`src/rtl/ifetch_queue.sv`:
```
// Decoupled fetch stage: issues sequential PCs to a pipelined in-order icache,
// buffers returned instructions in a DEPTH-entry queue and hands {instr, pc} to decode.
// A redirect flushes the queue and drops responses still in flight at that time.
module ifetch_queue #(
  parameter int unsigned XLEN  = 32,
  parameter int unsigned DEPTH = 4
) (
  input  logic            clk,
  input  logic            reset_n,
  input  logic [XLEN-1:0] reset_adr_i,
  output logic            icache_req_v_o,
  input  logic            icache_req_rdy_i,
  output logic [XLEN-1:0] icache_adr_o,
  input  logic            icache_rsp_v_i,
  input  logic [31:0]     icache_instr_i,
  input  logic            flush_v_q_i,
  input  logic [XLEN-1:0] pc_data_q_i,
  output logic            dec_v_o,
  input  logic            dec_rdy_i,
  output logic [31:0]     instr_q_o,
  output logic [XLEN-1:0] pc_q_o
);

  localparam int unsigned PW   = $clog2(DEPTH);
  localparam int unsigned CW   = PW + 1;
  localparam int unsigned CntW = CW + 1;

  typedef enum logic [0:0] {StBoot, StRun} state_e;

  state_e          r_state;
  logic [XLEN-1:0] r_fetch_pc;
  logic [XLEN-1:0] r_rsp_pc;
  logic [PW-1:0]   r_head;
  logic [PW-1:0]   r_tail;
  logic [CW-1:0]   r_count;
  logic [CW-1:0]   r_outst;
  logic [CW-1:0]   r_discard;
  logic [31:0]     r_instr_mem [DEPTH];
  logic [XLEN-1:0] r_pc_mem    [DEPTH];

  logic            w_run;
  logic            w_flush;
  logic            w_req_v;
  logic            w_req_acc;
  logic            w_drop;
  logic            w_push;
  logic            w_dec_v;
  logic            w_pop;
  logic [CW-1:0]   w_outst_nxt;
  logic [XLEN-1:0] w_boot_pc;
  logic [XLEN-1:0] w_flush_pc;
  logic [CntW-1:0] w_credit_used;

  // Handshake decode and credit accounting
  always_comb begin
    w_run         = (r_state == StRun);
    w_flush       = w_run & flush_v_q_i;
    // Outstanding includes responses already marked for discard, so they hold credit too
    w_credit_used = {1'b0, r_count} + {1'b0, r_outst};
    w_req_v       = w_run & ~flush_v_q_i & (w_credit_used < CntW'(DEPTH));
    w_req_acc     = w_req_v & icache_req_rdy_i;
    w_drop        = icache_rsp_v_i & ((r_discard != '0) | w_flush);
    w_push        = icache_rsp_v_i & ~w_drop;
    w_dec_v       = (r_count != '0) & ~w_flush;
    w_pop         = w_dec_v & dec_rdy_i;
    w_outst_nxt   = r_outst + CW'(w_req_acc) - CW'(icache_rsp_v_i);
    w_boot_pc     = reset_adr_i & ~(XLEN'(3));
    w_flush_pc    = pc_data_q_i & ~(XLEN'(3));
  end

  // Control state: FSM, PCs, pointers and counters
  always_ff @(posedge clk) begin
    if (!reset_n) begin
      r_state    <= StBoot;
      r_fetch_pc <= '0;
      r_rsp_pc   <= '0;
      r_head     <= '0;
      r_tail     <= '0;
      r_count    <= '0;
      r_outst    <= '0;
      r_discard  <= '0;
    end else begin
      r_outst <= w_outst_nxt;
      if (r_state == StBoot) begin
        r_fetch_pc <= w_boot_pc;
        r_rsp_pc   <= w_boot_pc;
        r_state    <= StRun;
      end else if (w_flush) begin
        r_fetch_pc <= w_flush_pc;
        r_rsp_pc   <= w_flush_pc;
        r_head     <= '0;
        r_tail     <= '0;
        r_count    <= '0;
        // Everything still in flight belongs to the old path
        r_discard  <= w_outst_nxt;
      end else begin
        if (w_req_acc) r_fetch_pc <= r_fetch_pc + XLEN'(4);
        if (w_push) begin
          r_tail   <= r_tail + PW'(1);
          r_rsp_pc <= r_rsp_pc + XLEN'(4);
        end
        if (w_pop) r_head <= r_head + PW'(1);
        if (w_push && !w_pop) r_count <= r_count + CW'(1);
        else if (!w_push && w_pop) r_count <= r_count - CW'(1);
        if (w_drop) r_discard <= r_discard - CW'(1);
      end
    end
  end

  // Queue storage; contents are only observed when the count says an entry is valid
  always_ff @(posedge clk) begin
    if (w_push) begin
      r_instr_mem[r_tail] <= icache_instr_i;
      r_pc_mem[r_tail]    <= r_rsp_pc;
    end
  end

  // Output drive; head data is zeroed while not valid
  always_comb begin
    icache_req_v_o = w_req_v;
    icache_adr_o   = r_fetch_pc;
    dec_v_o        = w_dec_v;
    instr_q_o      = w_dec_v ? r_instr_mem[r_head] : '0;
    pc_q_o         = w_dec_v ? r_pc_mem[r_head] : '0;
  end

`ifndef SYNTHESIS
  // Credit scheme must never let a response land in a full queue without a pop
  a_no_overflow: assert property (@(posedge clk) disable iff (!reset_n)
    !(w_push && !w_pop && (r_count == CW'(DEPTH))));
`endif

endmodule

```
`config.mk`:
```
export PLATFORM = sky130hd
export DESIGN_NAME = ifetch_queue
export DESIGN_NICKNAME = d
export VERILOG_FILES = /design/src/rtl/ifetch_queue.sv
export SDC_FILE = /design/constraint.sdc
export NUM_CORES = 1
export LEC_CHECK = 0
export CORE_MARGIN = 1.5
export CORE_UTILIZATION = 34
export DETAILED_ROUTE_END_ITERATION = 8
export GPL_TIMING_DRIVEN = 0
export PLACE_DENSITY = 0.56
export SLEW_MARGIN = 20
export SYNTH_ARGS = -nofsm -noshare
export SYNTH_HDL_FRONTEND = slang
export SYNTH_SLANG_ARGS = --single-unit
```
`constraint.sdc`:
```
create_clock -name clk -period 3.7 [get_ports clk]
set_input_delay 1.11 -clock clk [delete_from_list [all_inputs] [get_ports clk]]
set_output_delay 1.11 -clock clk [all_outputs]
set_load 0.05 [all_outputs]
```
==> results.yml <==
run_status:
  outcome: "finished clean"
route:
  drc: 0
  drtPass1Iterations: 5
  drt-total-wl_mm: 38.8
  wl_per_cell_um: 21.7
  viasPerCell: 5.39
  ant_nets: 0
  num_vias: 9627
  first_iter_violations: 713
floorplanning:
  io_pins: 200
  rows: 74
  fp.dieArea_mm2: 0.0426
  die_h_um: 206
  core-area_mm2: 0.0408
  start_util_pct: 34.4
  die_w_um: 206
finish:
  nets: 1344
  drive_above_1_share_pct: 18.3
  area_growth_pct: 27.1
  nFillCells: 3739
  diodes: 0
  multi_input_comb_area_mm2: 0.00481
  seq_area_mm2: 0.00897
critical_path:
  cp_slowest_stage_delay_ns: 0.29
  worst-path-max-fanout: 10
  path_class: "primary input to output port"
  endpoint_kind: "output port"
  reg2reg_from: "r_count[2]"
  crit_start: "flush_v_q_i"
  cp_data_required_time_ns: 2.59
  crit_chain: "dlygate4sd2_1 > and2_4 > nor2_4 > buf_12 > clkbuf_4 > and2_1 > buf_4"
  startpoint_type: "primary input"
  cp_slowest_cell: "dlygate4sd2_1"
  worstPathArrival_ns: 2.46
global_route:
  grt_max_degree: 44
  antenna_found_initial: 1
  grt_pass1_wl_mm: 58.2
  globalRouteTotalUtil_pct: 18.4
  grt_pass1_vias: 9591
  grt_overflow_total: 0
yosys:
  ys.flop_type: "edfxtp_1"
  synthTopCellsByArea: "edfxtp_1 (53%), dfxtp_1 (11%), mux4_2 (9.9%)"
  synth_top_family_by_area: "simple AND/OR/NAND/NOR gates"
  synthMuxAreaShare_pct: 10.1
  async_reset_ff_share_pct: 0
  yosysWarnings: 0
  synth-seq-area-share_pct: 63.8
  syn_area_mm2: 0.0141
  synthCells: 993
  yosysTopAreaCell: "edfxtp_1"
  synth-simple-area-share_pct: 11.6
  synth_edf_count: 248
  yosysUniqueCellTypes: 70
  synth_xor_area_share_pct: 0.748
  synthAdderAreaFrac_pct: 1.35
  synthTopCellsByCount: "edfxtp_1 (248), dfxtp_1 (76), and2_1 (66)"
  synth_area_per_cell_um2: 14.2
  yosysTopAreaCellShare_pct: 53.0
  synth_seq_cells: 324
  synth_compound_area_share_pct: 9.98
  yosysMostFrequentCell: "edfxtp_1"
cts:
  cts_tree: "done"
  htreeDepth: 2
  cts_sinks: 324
  clockBufferDepth: 3
  clock_latency_ns: 0.52
  cts_buffers: 36
  clk_pin_slew_ns: 0.05
  cts_root_buffer: "clkbuf_16"
power_and_ir_drop:
  power.density_mw_per_mm2: 499
  power_frac_comb_pct: 14.9
  leakagePower_nw: 5.95
  p_switching_w: 0.00234
  seqPwrFrac_pct: 47.6
  power_frac_clock_pct: 37.5
  internal_power_w: 0.00657
  swShare_pct: 26.3
  ir_worst_vdd_v: 0.000282
  p_total_w: 0.00891
worst_hold_path:
  worstHoldStart: "r_discard[1]"
  hold_path.class: "flop to flop"
place:
  port_buffers: 191
  dp_hpwl_mm: 27.0
  gp_congestion: 0.878
sta:
  period_needed_ns: 3.57
  report.final.setup_viol: 0
  timing.final.crit_share_pct: 96.6
  holdWs_ns: 0.500
  slew_headroom_pct: 36.8
  hold_viol: 0
  clock.fmax_ghz: 0.280
  drv_slew: 0
  tightest_slew_ns: 0.940
  rsz0062_at_grt: "false"
  finalClockSkew_ns: 0.0288
flow_run:
  drv_cap: 0
-- what timing repair did --
action | 4_1_cts | 5_1_grt
hold buffers | 0 | 0
endpoints found under the setup margin | 64 | 1
buffers inserted | 1 | 0
resized for setup | 373 | 2
-- layer usage --
metal  wire length, um  track usage (%)  vias up
li1                  -                -     4401
met1             16700             24.3     4732
met2             18200             29.8      423
met3              2830             4.05       69
met4              1010             6.24        2
met5                13                0        -
-- logic make-up after synthesis --
| kind of cell | count (synthesis) |
|---|---|
| AOI/OAI and AO/OA | 211 |
| and+or+nand+nor | 287 |
| other | 1 |
| buffers and inverters | 79 |
| muxes | 65 |
| adders and majority gates | 14 |
| DFF | 324 |
| xor gates and xnor gates | 12 |
-- worst max-delay path, delay by kind of cell --
kind	cells	cell delay, ns
simple gates	3	0.47
buf+inv	4	0.86
-- worst paths after layout --
check                           slack, ns            to  cells after the start
worst max-delay path                 0.13    pc_q_o[15]                      7
worst min-delay path                 0.50  r_discard[1]                      2
worst max register to register       0.51  r_discard[2]                     14
worst min register to register       0.50  r_discard[1]                      2
-- through the flow --
stage,std cells,setup TNS [ns],instance area (um^2),setup slack [ns],utilization (%)
after CTS,1787,0,17900,0.0222,43.8
after global placement,1719,-643.03,16600,-2.43,40.8
after global routing,1787,0,17900,0.0129,43.8
after detailed placement,1724,-99.72,16800,-1.66,41.1
final,1787,0,17900,0.126,43.8
after floorplan,996,0,14100,0.0278,-
-- layout make-up --
type,instances,area share [%]
multi-input cells,593,26.9
clock inverters,15,0.637
repair buffers,197,11.0
well taps,532,3.72
flip-flops and latches,324,50.2
clock buffers,50,5.57
plain buffers,57,1.56
inverters,19,0.399
-- layout by cell type, fill, tap and decap left out, types with 7 or more instances in the layout --
cell	count
o22ai_1	7
and4_1	8
a31oi_1	14
clkbuf_16	38
xor2_1	7
and2_1	64
a21oi_1	57
edfxtp_1	248
nor2b_1	7
o21ai_0	40
clkbuf_1	39
a22o_1	12
nor3_1	22
nor2_1	40
clkbuf_2	8
dfxtp_1	75
inv_1	18
o21a_1	7
clkdlybuf4s15_2	13
o31ai_1	7
mux4_2	62
a22oi_1	17
and3_1	9
buf_6	7
buf_2	9
o221a_2	8
clkinv_1	9
buf_4	50
nand3_1	35
nand4_1	23
clkdlybuf4s50_1	126
ha_1	12
nand2_1	43
-- registers in the layout (all words and copies together) (netlist names), named ones only --
signal / count
r_outst: 3
r_pc_mem: 120
r_head: 2
r_tail: 2
r_instr_mem: 128
r_rsp_pc: 30
r_state: 1
r_discard: 3
icache_adr_o: 30
r_count: 3
-- power groups by stage --
| stage | clock network, W | logic (W) | registers, W |
|---|---|---|---|
| after floorplan | 0 | 0.000727 | 0.00435 |
| after global placement | 0 | 0.00131 | 0.00432 |
| after detailed placement | 0 | 0.00134 | 0.00431 |
| after CTS | 0.00344 | 0.00134 | 0.00424 |
| after global routing | 0.00359 | 0.00142 | 0.00426 |
| final | 0.00334 | 0.00133 | 0.00424 |
Power figures use the tool's default switching activity.
